**src/rtl/hp1349a_cmd_seq.sv**
```systemverilog
// Display command sequencer: pulls 16-bit command words from the bus FIFO,
// decodes plot/graph/text/set-condition and hands vectors or characters downstream.
module hp1349a_cmd_seq (
  input  logic        clk,
  input  logic        rst,
  input  logic        fifo_empty,
  output logic        fifo_read_en,
  input  logic [15:0] fifo_read_data,
  output logic        vec_valid,
  input  logic        vec_ready,
  output logic [10:0] vec_x,
  output logic [10:0] vec_y,
  output logic        vec_draw,
  output logic        chr_valid,
  input  logic        chr_ready,
  output logic [7:0]  chr_code,
  output logic [3:0]  chr_size,
  output logic        clr_pulse,
  output logic        busy
);

  localparam int unsigned CMD_W   = 15;
  localparam int unsigned COORD_W = 11;
  localparam int unsigned CODE_W  = 8;
  localparam int unsigned SIZE_W  = 4;

  typedef enum logic [2:0] {
    ST_IDLE,
    ST_FETCH,
    ST_DECODE,
    ST_VEC_WAIT,
    ST_CHR_WAIT
  } state_t;

  state_t               state_q, state_d;
  logic [CMD_W-1:0]     cmd_q, cmd_d;
  logic [COORD_W-1:0]   pend_x_q, pend_x_d;
  logic [COORD_W-1:0]   graph_x_q, graph_x_d;
  logic [COORD_W-1:0]   graph_step_q, graph_step_d;
  logic [COORD_W-1:0]   vec_x_q, vec_x_d;
  logic [COORD_W-1:0]   vec_y_q, vec_y_d;
  logic                 vec_draw_q, vec_draw_d;
  logic                 vec_valid_q, vec_valid_d;
  logic                 is_graph_q, is_graph_d;
  logic [CODE_W-1:0]    chr_code_q, chr_code_d;
  logic [SIZE_W-1:0]    chr_size_q, chr_size_d;
  logic                 chr_valid_q, chr_valid_d;
  logic                 clr_pulse_q, clr_pulse_d;

  // Bit 15 of the command word carries no meaning for this block.
  logic unused_bit15;
  assign unused_bit15 = fifo_read_data[15];

  always_ff @(posedge clk) begin
    if (rst) begin
      state_q      <= ST_IDLE;
      cmd_q        <= '0;
      pend_x_q     <= '0;
      graph_x_q    <= '0;
      graph_step_q <= COORD_W'(1);
      vec_x_q      <= '0;
      vec_y_q      <= '0;
      vec_draw_q   <= 1'b0;
      vec_valid_q  <= 1'b0;
      is_graph_q   <= 1'b0;
      chr_code_q   <= '0;
      chr_size_q   <= '0;
      chr_valid_q  <= 1'b0;
      clr_pulse_q  <= 1'b0;
    end else begin
      state_q      <= state_d;
      cmd_q        <= cmd_d;
      pend_x_q     <= pend_x_d;
      graph_x_q    <= graph_x_d;
      graph_step_q <= graph_step_d;
      vec_x_q      <= vec_x_d;
      vec_y_q      <= vec_y_d;
      vec_draw_q   <= vec_draw_d;
      vec_valid_q  <= vec_valid_d;
      is_graph_q   <= is_graph_d;
      chr_code_q   <= chr_code_d;
      chr_size_q   <= chr_size_d;
      chr_valid_q  <= chr_valid_d;
      clr_pulse_q  <= clr_pulse_d;
    end
  end

  // Next-state, decode and handshake logic.
  always_comb begin
    state_d      = state_q;
    cmd_d        = cmd_q;
    pend_x_d     = pend_x_q;
    graph_x_d    = graph_x_q;
    graph_step_d = graph_step_q;
    vec_x_d      = vec_x_q;
    vec_y_d      = vec_y_q;
    vec_draw_d   = vec_draw_q;
    vec_valid_d  = vec_valid_q;
    is_graph_d   = is_graph_q;
    chr_code_d   = chr_code_q;
    chr_size_d   = chr_size_q;
    chr_valid_d  = chr_valid_q;
    clr_pulse_d  = 1'b0;
    fifo_read_en = 1'b0;

    case (state_q)
      ST_IDLE: begin
        // Read strobe is gated by rst so a reset cycle never pops a word.
        if (!fifo_empty && !rst) begin
          fifo_read_en = 1'b1;
          state_d      = ST_FETCH;
        end
      end
      ST_FETCH: begin
        cmd_d   = fifo_read_data[CMD_W-1:0];
        state_d = ST_DECODE;
      end
      ST_DECODE: begin
        state_d = ST_IDLE;
        case (cmd_q[14:13])
          2'b00: begin
            if (!cmd_q[12]) begin
              pend_x_d = cmd_q[10:0];
            end else begin
              vec_x_d     = pend_x_q;
              vec_y_d     = cmd_q[10:0];
              vec_draw_d  = cmd_q[11];
              vec_valid_d = 1'b1;
              is_graph_d  = 1'b0;
              state_d     = ST_VEC_WAIT;
            end
          end
          2'b01: begin
            vec_x_d     = graph_x_q;
            vec_y_d     = cmd_q[10:0];
            vec_draw_d  = 1'b1;
            vec_valid_d = 1'b1;
            is_graph_d  = 1'b1;
            state_d     = ST_VEC_WAIT;
          end
          2'b10: begin
            chr_code_d  = cmd_q[7:0];
            chr_valid_d = 1'b1;
            state_d     = ST_CHR_WAIT;
          end
          default: begin
            case (cmd_q[12:11])
              2'b00:   graph_step_d = cmd_q[10:0];
              2'b01:   graph_x_d    = '0;
              2'b10:   chr_size_d   = cmd_q[3:0];
              default: clr_pulse_d  = 1'b1;
            endcase
          end
        endcase
      end
      ST_VEC_WAIT: begin
        if (vec_ready) begin
          vec_valid_d = 1'b0;
          state_d     = ST_IDLE;
          // Graph X advances only once the point is accepted; wraps at 11 bits.
          if (is_graph_q) graph_x_d = graph_x_q + graph_step_q;
        end
      end
      ST_CHR_WAIT: begin
        if (chr_ready) begin
          chr_valid_d = 1'b0;
          state_d     = ST_IDLE;
        end
      end
      default: state_d = ST_IDLE;
    endcase
  end

  assign vec_valid = vec_valid_q;
  assign vec_x     = vec_x_q;
  assign vec_y     = vec_y_q;
  assign vec_draw  = vec_draw_q;
  assign chr_valid = chr_valid_q;
  assign chr_code  = chr_code_q;
  assign chr_size  = chr_size_q;
  assign clr_pulse = clr_pulse_q;
  assign busy      = (state_q != ST_IDLE);

endmodule

```
**config.mk**
```make
export PLATFORM = sky130hd
export DESIGN_NAME = hp1349a_cmd_seq
export DESIGN_NICKNAME = d
export VERILOG_FILES = /design/src/rtl/hp1349a_cmd_seq.sv
export SDC_FILE = /design/constraint.sdc
export NUM_CORES = 1
export LEC_CHECK = 0
export CORE_MARGIN = 1
export CORE_UTILIZATION = 58
export CTS_CLUSTER_DIAMETER = 50
export DETAILED_ROUTE_END_ITERATION = 8
export GPL_ROUTABILITY_DRIVEN = 0
export GPL_TIMING_DRIVEN = 1
export PLACE_DENSITY_LB_ADDON = 0.2
export SLEW_MARGIN = 15
export SYNTH_ARGS = -nofsm -noshare
export SYNTH_HDL_FRONTEND = slang
export SYNTH_SLANG_ARGS = --single-unit
```
**constraint.sdc**
```tcl
create_clock -name clk -period 3.7 [get_ports clk]
set_input_delay 0.37 -clock clk [delete_from_list [all_inputs] [get_ports clk]]
set_output_delay 0.37 -clock clk [all_outputs]
set_load 0.01 [all_outputs]
```
==> impl_table.tex, run 1 <==
\begin{tabular}{lr}
\hline
Metric & Value \\
\hline
\multicolumn{2}{l}{\textbf{Finish}} \\
\quad Register area & 0.001802 sq mm \\
\quad Multi-input logic area & 0.001987 sq mm \\
\quad Post-Layout Inst Area & approximately 0.0047 sq mm \\
\quad Number of fill cells & between 500 and 600 \\
\quad Diodes inserted & 0 \\
\quad Proportion of layout cells with a drive suffix above 1 & 0.06139 \\
\quad Synthesis-to-layout area growth & 19.59\% \\
\quad Number of nets at the end of the flow & 537 \\
\multicolumn{2}{l}{\textbf{Timing}} \\
\quad Total count of hold-check failures in the final report & 0 \\
\quad Relative slew slack & 0.4015 \\
\quad Final sum of negative setup slack & 0 ns \\
\quad Final setup viols & 0 \\
\quad Number of pins with negative max-slew slack in the final report & 0 \\
\quad Final critical delay including setup and external delays & approximately 2.6 ns \\
\quad Maximum clock rate & 383.9 MHz \\
\quad Worst clock skew on the final layout & 0.009662 ns \\
\quad Worst slew pin tran & around 0.90 ns \\
\quad Final setup slack of the worst path & 1.095 ns \\
\quad Final period utilization & 0.7040 \\
\quad Setup repair after global routing missed its margin & false \\
\quad Worst hold slack & $\sim$0.46 ns \\
\multicolumn{2}{l}{\textbf{Floorplanning}} \\
\quad Floorplan Core Area & 0.006459 sq mm \\
\quad Site row count & 29 \\
\quad Die X & between 80 and 90 microns \\
\quad Initial standard-cell utilization of the core & 0.6091 \\
\quad Die Area & 0.007116 sq mm \\
\quad Vertical extent of the die & 84.36 microns \\
\quad Io pins & 61 \\
\multicolumn{2}{l}{\textbf{Worst setup path}} \\
\quad Kind of critical path & flop to flop \\
\quad Type of element capturing the critical path & flop \\
\quad CP endpoint & vec\_y[5]\$\_SDFFE\_PP0P\_ \\
\quad Destination of the worst register-to-register timing path & vec\_y[5]\$\_SDFFE\_PP0P\_ \\
\quad Max FO, Critical Path & 26 \\
\quad FF-to-FF path depth & 8 \\
\quad Ordered cell list for the critical path & inv\_1 > ha\_1 > nand2\_1 > o21ai\_0 > and2\_1 > buf\_4 > nand2\_1 > a21oi\_1 \\
\quad Cell repeated most along the worst path & sky130\_fd\_sc\_hd\_\_nand2\_1 \\
\quad Source of the critical timing path & cmd\_q[13]\$\_SDFFE\_PP0P\_ \\
\quad Cell type of the slowest stage on the worst timing path & sky130\_fd\_sc\_hd\_\_and2\_1 \\
\quad Critical path arrival & 2.90 ns \\
\quad Critical path startpoint category & flop \\
\quad Worst stage delay on the critical path & approximately 0.7 ns \\
\quad Required time at the endpoint of the critical path & between 3 and 4 ns \\
\quad Register-to-register setup slack & 1.10 ns \\
\quad Startpoint of the worst-slack reg-to-reg timing path & cmd\_q[13]\$\_SDFFE\_PP0P\_ \\
\multicolumn{2}{l}{\textbf{GRT}} \\
\quad Global-route usage over all layers & 0.2761 \\
\quad Initial antenna violation count & 0 \\
\quad Largest net degree at the start of global routing & 90 \\
\quad Vias in the first global route & 3141 \\
\quad Overflow after GRT & 0 \\
\quad Global-route wire length before repair & 15.37 mm \\
\multicolumn{2}{l}{\textbf{Synthesis}} \\
\quad Share of the yosys chip area belonging to registers & 0.4580 \\
\quad Share of the synthesized netlist area taken by xor and xnor gates & 0.01113 \\
\quad Most frequently used flop master after synthesis & sky130\_fd\_sc\_hd\_\_dfxtp\_1 \\
\quad Number of flops mapped to enable cells by yosys & 0 \\
\quad Area share of fa/ha/maj cells after synthesis & 0.05280 \\
\quad Syn\_area\_per\_cell & 8.665 sq um \\
\quad Post-synthesis instance area & 0.003934 sq mm \\
\quad Multiplexer fraction of the synthesized cell area & 0.06648 \\
\quad Number of flip-flops and latches in the synthesized netlist & 90 \\
\quad Fraction of registers with async set/reset & 0 \\
\quad Share of synthesized cell area in and, or, nand and nor gates & 0.2109 \\
\quad Synthesized instance count & about 450 \\
\quad Post-Synthesis Net Count & between 400 and 500 \\
\quad Yosys warning total & 0 \\
\quad Count of different cell masters after synthesis & 50 \\
\quad Main combinational cell family by area after synthesis & simple AND/OR/NAND/NOR gates \\
\quad Area fraction in compound gates after synthesis & 0.1638 \\
\multicolumn{2}{l}{\textbf{Place}} \\
\quad Worst setup slack after placement & about 1.2 ns \\
\quad Detailed-placement wirelength estimate & around 6.4 mm \\
\quad Cell area reported after detailed placement & 0.004527 sq mm \\
\quad Port-buffer cells & 59 \\
\multicolumn{2}{l}{\textbf{Power}} \\
\quad Fraction of power spent switching nets & 0.2631 \\
\quad P\_int & 1.287 mW \\
\quad Portion of total power attributed to the clock network & 0.354 \\
\quad Reported leakage power & $\sim$1.9 nW \\
\quad Power density cells & around 370 mW/mm\^{}2 \\
\quad Worst IR drop on VDD & around 0.00024 V \\
\quad Seq pwr share & 0.576 \\
\quad Total power consumption of the routed design & 1.746 mW \\
\quad Power spent charging and discharging nets & between 400 and 500 uW \\
\quad Portion of total power attributed to combinational logic & 0.070 \\
\multicolumn{2}{l}{\textbf{Clocking}} \\
\quad Post-CTS repair timing setup buffer count & 0 \\
\quad Post-CTS Hold Fix Bufs & 0 \\
\quad TritonCTS clock tree & done \\
\quad CTS clock-pin slew for the worst setup and hold paths & roughly 0.10 ns \\
\quad Number of clock sinks & 90 \\
\quad Buffer cell driving the clock tree root & sky130\_fd\_sc\_hd\_\_clkbuf\_8 \\
\quad Post-cts sizing count & 0 \\
\quad Clk Latency, worst-skew pair & 0.36 ns \\
\quad Clock H-tree levels & 3 \\
\quad Number of buffers created by CTS & 9 \\
\quad Longest Clk Path Bufs & 2 \\
\multicolumn{2}{l}{\textbf{Drt}} \\
\quad Pre-Repair DR Iteration Count & 7 \\
\quad Via count & 3403 \\
\quad Average wire length per cell after detail routing & approximately 16 microns \\
\quad Number of DRC markers in iteration 0 & 207 \\
\quad Average via count per standard cell & about 5.8 \\
\quad DRC violation count after routing & 3 \\
\quad Antenna-violating nets left & 0 \\
\quad Wirelength, routed & 9.318 mm \\
\multicolumn{2}{l}{\textbf{Flow run}} \\
\quad Max-cap violations & 0 \\
\multicolumn{2}{l}{\textbf{Run status}} \\
\quad Run status & finished, violations left \\
\quad Violations in the final reports & design-rule violations \\
\multicolumn{2}{l}{\textbf{Min path}} \\
\quad Min-delay worst type & flop to flop \\
\hline
\end{tabular}
cells in the mapped netlist (2+ instances only):
cell type                   n  area [sq um]
sky130_fd_sc_hd__a31oi_1    2         12.51
sky130_fd_sc_hd__o21ai_0    6         30.03
sky130_fd_sc_hd__xor2_1     3         26.28
sky130_fd_sc_hd__buf_1      4         15.01
sky130_fd_sc_hd__nand2b_1   2         12.51
sky130_fd_sc_hd__a22o_1     2         17.52
sky130_fd_sc_hd__nand2_1   93         349.1
sky130_fd_sc_hd__clkbuf_1  15         56.30
sky130_fd_sc_hd__ha_1      15         187.7
sky130_fd_sc_hd__nor3_1     7         35.03
sky130_fd_sc_hd__a21o_1     6         45.04
sky130_fd_sc_hd__a22oi_1    7         52.55
sky130_fd_sc_hd__mux2i_1   25         250.2
sky130_fd_sc_hd__a32o_1     2         20.02
sky130_fd_sc_hd__and2_1     3         18.77
sky130_fd_sc_hd__nor4b_1    2         17.52
sky130_fd_sc_hd__and3_1     4         25.02
sky130_fd_sc_hd__nor2b_1    2         12.51
sky130_fd_sc_hd__dfxtp_1   90          1802
sky130_fd_sc_hd__inv_1      5         18.77
sky130_fd_sc_hd__or3_1      6         37.54
sky130_fd_sc_hd__buf_4      2         15.01
sky130_fd_sc_hd__o22ai_1    2         12.51
sky130_fd_sc_hd__nand3_1   13         65.06
sky130_fd_sc_hd__buf_2      8         40.04
sky130_fd_sc_hd__nor2_1    41         153.9
sky130_fd_sc_hd__a21oi_1   50         250.2
sky130_fd_sc_hd__a211oi_1  13         97.59
sky130_fd_sc_hd__xnor2_1    2         17.52
sky130_fd_sc_hd__o21a_1     2         15.01
metrics by stage:
| step | util | std cells |
|---|---|---|
| after global routing | 0.7284 | 582 |
| final | 0.7284 | 582 |
| after global placement | 0.7009 | 566 |
| after floorplan | - | 454 |
| after detailed placement | 0.7009 | 566 |
| after CTS | 0.7284 | 582 |
worst min path at each step:
stage / startpoint / to / slack (ns) / cells past startpoint
after floorplan: pend_x_q[0]$_SDFFE_PP0P_ / pend_x_q[0]$_SDFFE_PP0P_ / 0.44 / 2
after global placement: chr_code[0]$_SDFFE_PP0P_ / chr_code[0]$_SDFFE_PP0P_ / 0.44 / 2
after detailed placement: chr_code[1]$_SDFFE_PP0P_ / chr_code[1]$_SDFFE_PP0P_ / 0.45 / 2
after CTS: chr_code[1]$_SDFFE_PP0P_ / chr_code[1]$_SDFFE_PP0P_ / 0.46 / 2
after global routing: vec_y[0]$_SDFFE_PP0P_ / vec_y[0]$_SDFFE_PP0P_ / 0.48 / 2
final: chr_code[1]$_SDFFE_PP0P_ / chr_code[1]$_SDFFE_PP0P_ / 0.46 / 2
layer usage:
layer	global-route usage	share of wire
met1	0.3579	0.44
met2	0.4642	0.49
met3	0.03736	0.046
met4	0.1186	0.017
met5	0	0
placed cells by master (no fill, tap or decap), types with 7 or more instances in the layout:
cell type and instances:
sky130_fd_sc_hd__a21oi_1 50, sky130_fd_sc_hd__dfxtp_1 90, sky130_fd_sc_hd__ha_1 15, sky130_fd_sc_hd__clkbuf_8 9
sky130_fd_sc_hd__mux2i_1 25, sky130_fd_sc_hd__nand2_1 93, sky130_fd_sc_hd__nand3_1 13, sky130_fd_sc_hd__nor3_1 7
sky130_fd_sc_hd__clkdlybuf4s50_1 58, sky130_fd_sc_hd__a22oi_1 7, sky130_fd_sc_hd__nor2_1 41, sky130_fd_sc_hd__a211oi_1 13
worst max-delay path: cells and delay by family (launching register included):
kind	cells	cell delay [ns]
simple gates	3	0.92
fa+ha+maj	1	0.55
buf+inv	2	0.47
flops	1	0.35
compound gates	2	0.25
power groups by stage:
stage	Combinational (mW)	Sequential, mW	Clock, mW
after global placement	0.118	1.03	0
after floorplan	0.0791	1.02	0
after detailed placement	0.120	1.03	0
after global routing	0.134	1.01	0.663
final	0.123	1.01	0.618
after CTS	0.122	1.00	0.625
flip-flops by register name (all words and copies together) (netlist names), 3 cells and up:
signal	count
graph_x_q	11
chr_code	8
chr_size	4
vec_y	11
vec_x	11
cmd_q	15
pend_x_q	11
graph_step_q	11
state_q	3
area by class of cell:
type | count | area share
Sequential cell | 90 | 0.3830
Multi-Input combinational cell | 330 | 0.4223
Clock buffer | 10 | 0.02713
Inverter | 5 | 0.003989
Clock inverter | 6 | 0.01064
Timing Repair Buffer | 64 | 0.1324
Tap cell | 77 | 0.02048
logic make-up (layout without fill, tap and decap cells):
| logic type | after synthesis | after routing |
|---|---|---|
| XOR/XNOR | 5 | 5 |
| AND/OR/NAND/NOR | 182 | 182 |
| adder cells (fa/ha/maj) | 16 | 16 |
| buffers and inverters | 34 | 85 |
| AO/OA/AOI/OAI | 101 | 101 |
| flip-flops | 90 | 90 |
| multiplexers | 26 | 26 |
No activity file was read; power rests on OpenSTA's default activity.
==> inputs of run 2 (changes only) <==
--- a/config.mk
+++ b/config.mk
@@ -6,7 +6,7 @@
 export NUM_CORES = 1
 export LEC_CHECK = 0
 export CORE_MARGIN = 1
-export CORE_UTILIZATION = 58
+export CORE_UTILIZATION = 53
 export CTS_CLUSTER_DIAMETER = 50
 export DETAILED_ROUTE_END_ITERATION = 8
 export GPL_ROUTABILITY_DRIVEN = 0
==> constraint.sdc (replaced) <==
create_clock -name clk -period 2.5 [get_ports clk]
set_input_delay 0.25 -clock clk [delete_from_list [all_inputs] [get_ports clk]]
set_output_delay 0.25 -clock clk [all_outputs]
set_load 0.01 [all_outputs]
==> run 2 against run 1 <==
Effect of this change:
- sequential share of layout area decreased by 0.52 points
- non-clock buffer count increased by 2
- routed wire length decreased by 5.7%
- the run now ends clean
- combinational power increased by 49%
- first-iteration DRC count decreased by 12%
- hold slack got worse by 0.033 ns
- count of clock-buffer cells in the layout decreased by 1
- register-to-register slack got worse by 0.89 ns
- flip-flop and latch count unchanged
==> impl_table.tex, run 2 (synthesis gave the netlist of run 1 again) <==
\begin{tabular}{lr}
\hline
Metric & Value \\
\hline
\multicolumn{2}{l}{\textbf{Finish}} \\
\quad Number of flip-flops in the largest register & 15 \\
\quad Largest Register & cmd\_q \\
\quad Final std cells w/o fill & 606 \\
\quad Diodes inserted & 0 \\
\quad Most common cell after layout, fill and taps aside & sky130\_fd\_sc\_hd\_\_nand2\_1 \\
\quad Proportion of layout cells with a drive suffix above 1 & 0.06706 \\
\quad Number of fill cells & 607 \\
\quad Number of nets at the end of the flow & 539 \\
\quad Highest-count cells in the layout ignoring fill and taps & sky130\_fd\_sc\_hd\_\_nand2\_1, sky130\_fd\_sc\_hd\_\_dfxtp\_1, sky130\_fd\_sc\_hd\_\_clkdlybuf4s50\_1 \\
\quad Synthesis-to-layout area growth & 21.25\% \\
\multicolumn{2}{l}{\textbf{Floorplanning}} \\
\quad Die Area & around 0.008 sq mm \\
\quad Site row count & 31 \\
\quad Floorplan Core Area & 0.007214 sq mm \\
\quad Vertical extent of the die & 88.15 microns \\
\quad Io pins & between 60 and 70 \\
\quad Die X & 88.15 microns \\
\quad Initial standard-cell utilization of the core & 0.5453 \\
\multicolumn{2}{l}{\textbf{Place}} \\
\quad Total instance count after detailed placement & between 500 and 600 \\
\quad Port-buffer cells & 59 \\
\quad Detailed-placement wirelength estimate & 6.103 mm \\
\quad Worst setup slack after placement & 0.2125 ns \\
\multicolumn{2}{l}{\textbf{Timing}} \\
\quad Worst clock skew on the final layout & 0.01134 ns \\
\quad Relative slew slack & 0.5702 \\
\quad Setup repair after global routing missed its margin & false \\
\quad Final sum of negative setup slack & 0 ns \\
\quad Maximum clock rate & 435.7 MHz \\
\quad Number of pins with negative max-slew slack in the final report & 0 \\
\quad Final period utilization & 0.9181 \\
\quad Final setup slack of the worst path & between 0.2 and 0.25 ns \\
\quad Final setup viols & 0 \\
\quad Worst slew pin tran & $\sim$0.64 ns \\
\quad Final critical delay including setup and external delays & 2.295 ns \\
\quad Total count of hold-check failures in the final report & 0 \\
\multicolumn{2}{l}{\textbf{Worst setup path}} \\
\quad Destination of the worst register-to-register timing path & graph\_x\_q[8]\$\_SDFFE\_PP0P\_ \\
\quad Kind of critical path & flop to flop \\
\quad Type of element capturing the critical path & flop \\
\quad Startpoint of the worst-slack reg-to-reg timing path & graph\_x\_q[0]\$\_SDFFE\_PP0P\_ \\
\quad Register-to-register setup slack & 0.20 ns \\
\quad Critical path startpoint category & flop \\
\quad Required time at the endpoint of the critical path & 2.76 ns \\
\quad Source of the critical timing path & graph\_x\_q[0]\$\_SDFFE\_PP0P\_ \\
\quad Max FO, Critical Path & 5 \\
\quad FF-to-FF path depth & 7 \\
\quad CP endpoint & graph\_x\_q[8]\$\_SDFFE\_PP0P\_ \\
\quad Critical path arrival & 2.56 ns \\
\multicolumn{2}{l}{\textbf{Power}} \\
\quad Portion of total power attributed to the clock network & 0.363 \\
\quad Seq pwr share & 0.568 \\
\quad Total power consumption of the routed design & $\sim$2.6 mW \\
\quad Reported leakage power & 1.878 nW \\
\quad Power density cells & 549.4 mW/mm\^{}2 \\
\quad Fraction of power spent switching nets & 0.2666 \\
\quad P\_int & a little under 2 mW \\
\quad Power spent charging and discharging nets & 698.6 uW \\
\quad Portion of total power attributed to combinational logic & 0.070 \\
\quad Worst IR drop on VDD & 0.0003427 V \\
\multicolumn{2}{l}{\textbf{Flow run}} \\
\quad Max-cap violations & 0 \\
\multicolumn{2}{l}{\textbf{Clocking}} \\
\quad Post-cts sizing count & 0 \\
\quad TritonCTS clock tree & done \\
\quad Post-CTS Hold Fix Bufs & 0 \\
\quad Clk Latency, worst-skew pair & $\sim$0.36 ns \\
\quad Number of buffers created by CTS & 9 \\
\quad Buffer cell driving the clock tree root & sky130\_fd\_sc\_hd\_\_clkbuf\_8 \\
\quad CTS clock-pin slew for the worst setup and hold paths & 0.10 ns \\
\quad Post-CTS repair timing setup buffer count & 0 \\
\quad Clock H-tree levels & 3 \\
\quad Number of clock sinks & 90 \\
\quad Longest Clk Path Bufs & 2 \\
\multicolumn{2}{l}{\textbf{Run status}} \\
\quad Run status & finished, final reports clean \\
\multicolumn{2}{l}{\textbf{GRT}} \\
\quad Initial antenna violation count & 0 \\
\quad Vias in the first global route & $\sim$3000 \\
\quad Global-route wire length before repair & around 15 mm \\
\quad Largest net degree at the start of global routing & 62 \\
\quad Global-route usage over all layers & 0.2446 \\
\quad Overflow after GRT & 0 \\
\multicolumn{2}{l}{\textbf{Drt}} \\
\quad Via count & 3256 \\
\quad Average via count per standard cell & 5.373 \\
\quad DRC violation count after routing & 0 \\
\quad Average wire length per cell after detail routing & 14.49 microns \\
\quad Antenna-violating nets left & 0 \\
\quad Number of DRC markers in iteration 0 & 182 \\
\quad Pre-Repair DR Iteration Count & 4 \\
\quad Wirelength, routed & 8.783 mm \\
\multicolumn{2}{l}{\textbf{Min path}} \\
\quad Min-delay worst type & primary input to flop \\
\hline
\end{tabular}
[run 2: cell count changes in the layout (fill, tap and decap cells not counted)]
| cell | before | now |
|---|---|---|
| sky130_fd_sc_hd__clkinvlp_4 | 2 | 0 |
| sky130_fd_sc_hd__inv_6 | 2 | 4 |
| sky130_fd_sc_hd__buf_12 | 0 | 1 |
| sky130_fd_sc_hd__buf_4 | 5 | 6 |
| sky130_fd_sc_hd__clkbuf_1 | 1 | 0 |
| sky130_fd_sc_hd__inv_8 | 0 | 1 |
[run 2: how the worst min path moves through the flow]
stage                             startpoint                        to  slack (ns)  cells past startpoint
global route               fifo_read_data[8]     cmd_q[8]$_SDFFE_PP0P_        0.44                      3
finish                     fifo_read_data[9]     cmd_q[9]$_SDFFE_PP0P_        0.43                      3
global placement    pend_x_q[6]$_SDFFE_PP0P_  pend_x_q[6]$_SDFFE_PP0P_        0.45                      2
CTS                        fifo_read_data[9]     cmd_q[9]$_SDFFE_PP0P_        0.41                      3
detailed placement     vec_y[8]$_SDFFE_PP0P_     vec_y[8]$_SDFFE_PP0P_        0.45                      2
floorplan                 fifo_read_data[10]    cmd_q[10]$_SDFFE_PP0P_        0.39                      2
[run 2: stage by stage]
stage	area (sq um)	hold slack, ns	utilization
5_1_grt	4770	0.4350	0.6611
4_1_cts	4770	0.4148	0.6611
6_report	4770	0.4263	0.6611
3_3_place_gp	4582	0.4454	0.6351
3_5_place_dp	4582	0.4492	0.6351
2_1_floorplan	3934	0.3860	-
[run 2: cell type report]
type                            count  area (sq um)  area share
Clock buffer                        9         123.9     0.02597
Clock inverter                      7         63.81     0.01338
Inverter                            5         18.77    0.003935
Multi-Input combinational cell    330          1987      0.4166
Sequential cell                    90          1802      0.3778
Tap cell                           99         123.9     0.02597
Timing Repair Buffer               66         650.6      0.1364
[run 2: power groups by stage]
stage	Combinational [mW]	Clock [mW]	Sequential, mW
2_1_floorplan	0.117	0	1.51
3_3_place_gp	0.180	0	1.52
3_5_place_dp	0.182	0	1.52
4_1_cts	0.184	0.971	1.49
5_1_grt	0.200	1.03	1.49
6_report	0.183	0.950	1.49
[run 2: critical path, stage by stage (launching register included)]
cell and delay (ns):
sky130_fd_sc_hd__dfxtp_1 0.34, sky130_fd_sc_hd__ha_1 0.22, sky130_fd_sc_hd__fa_1 0.41, sky130_fd_sc_hd__a21o_1 0.21
sky130_fd_sc_hd__and4_4 0.21, sky130_fd_sc_hd__o211a_1 0.22, sky130_fd_sc_hd__or3_1 0.35, sky130_fd_sc_hd__a32o_1 0.25
[run 2: routing by layer]
layer	vias up	GRT usage	share of wire
li1	1676	-	-
met1	1496	0.3402	0.50
met2	73	0.3784	0.44
met3	11	0.04147	0.040
met4	0	0.09824	0.018
met5	-	0	0
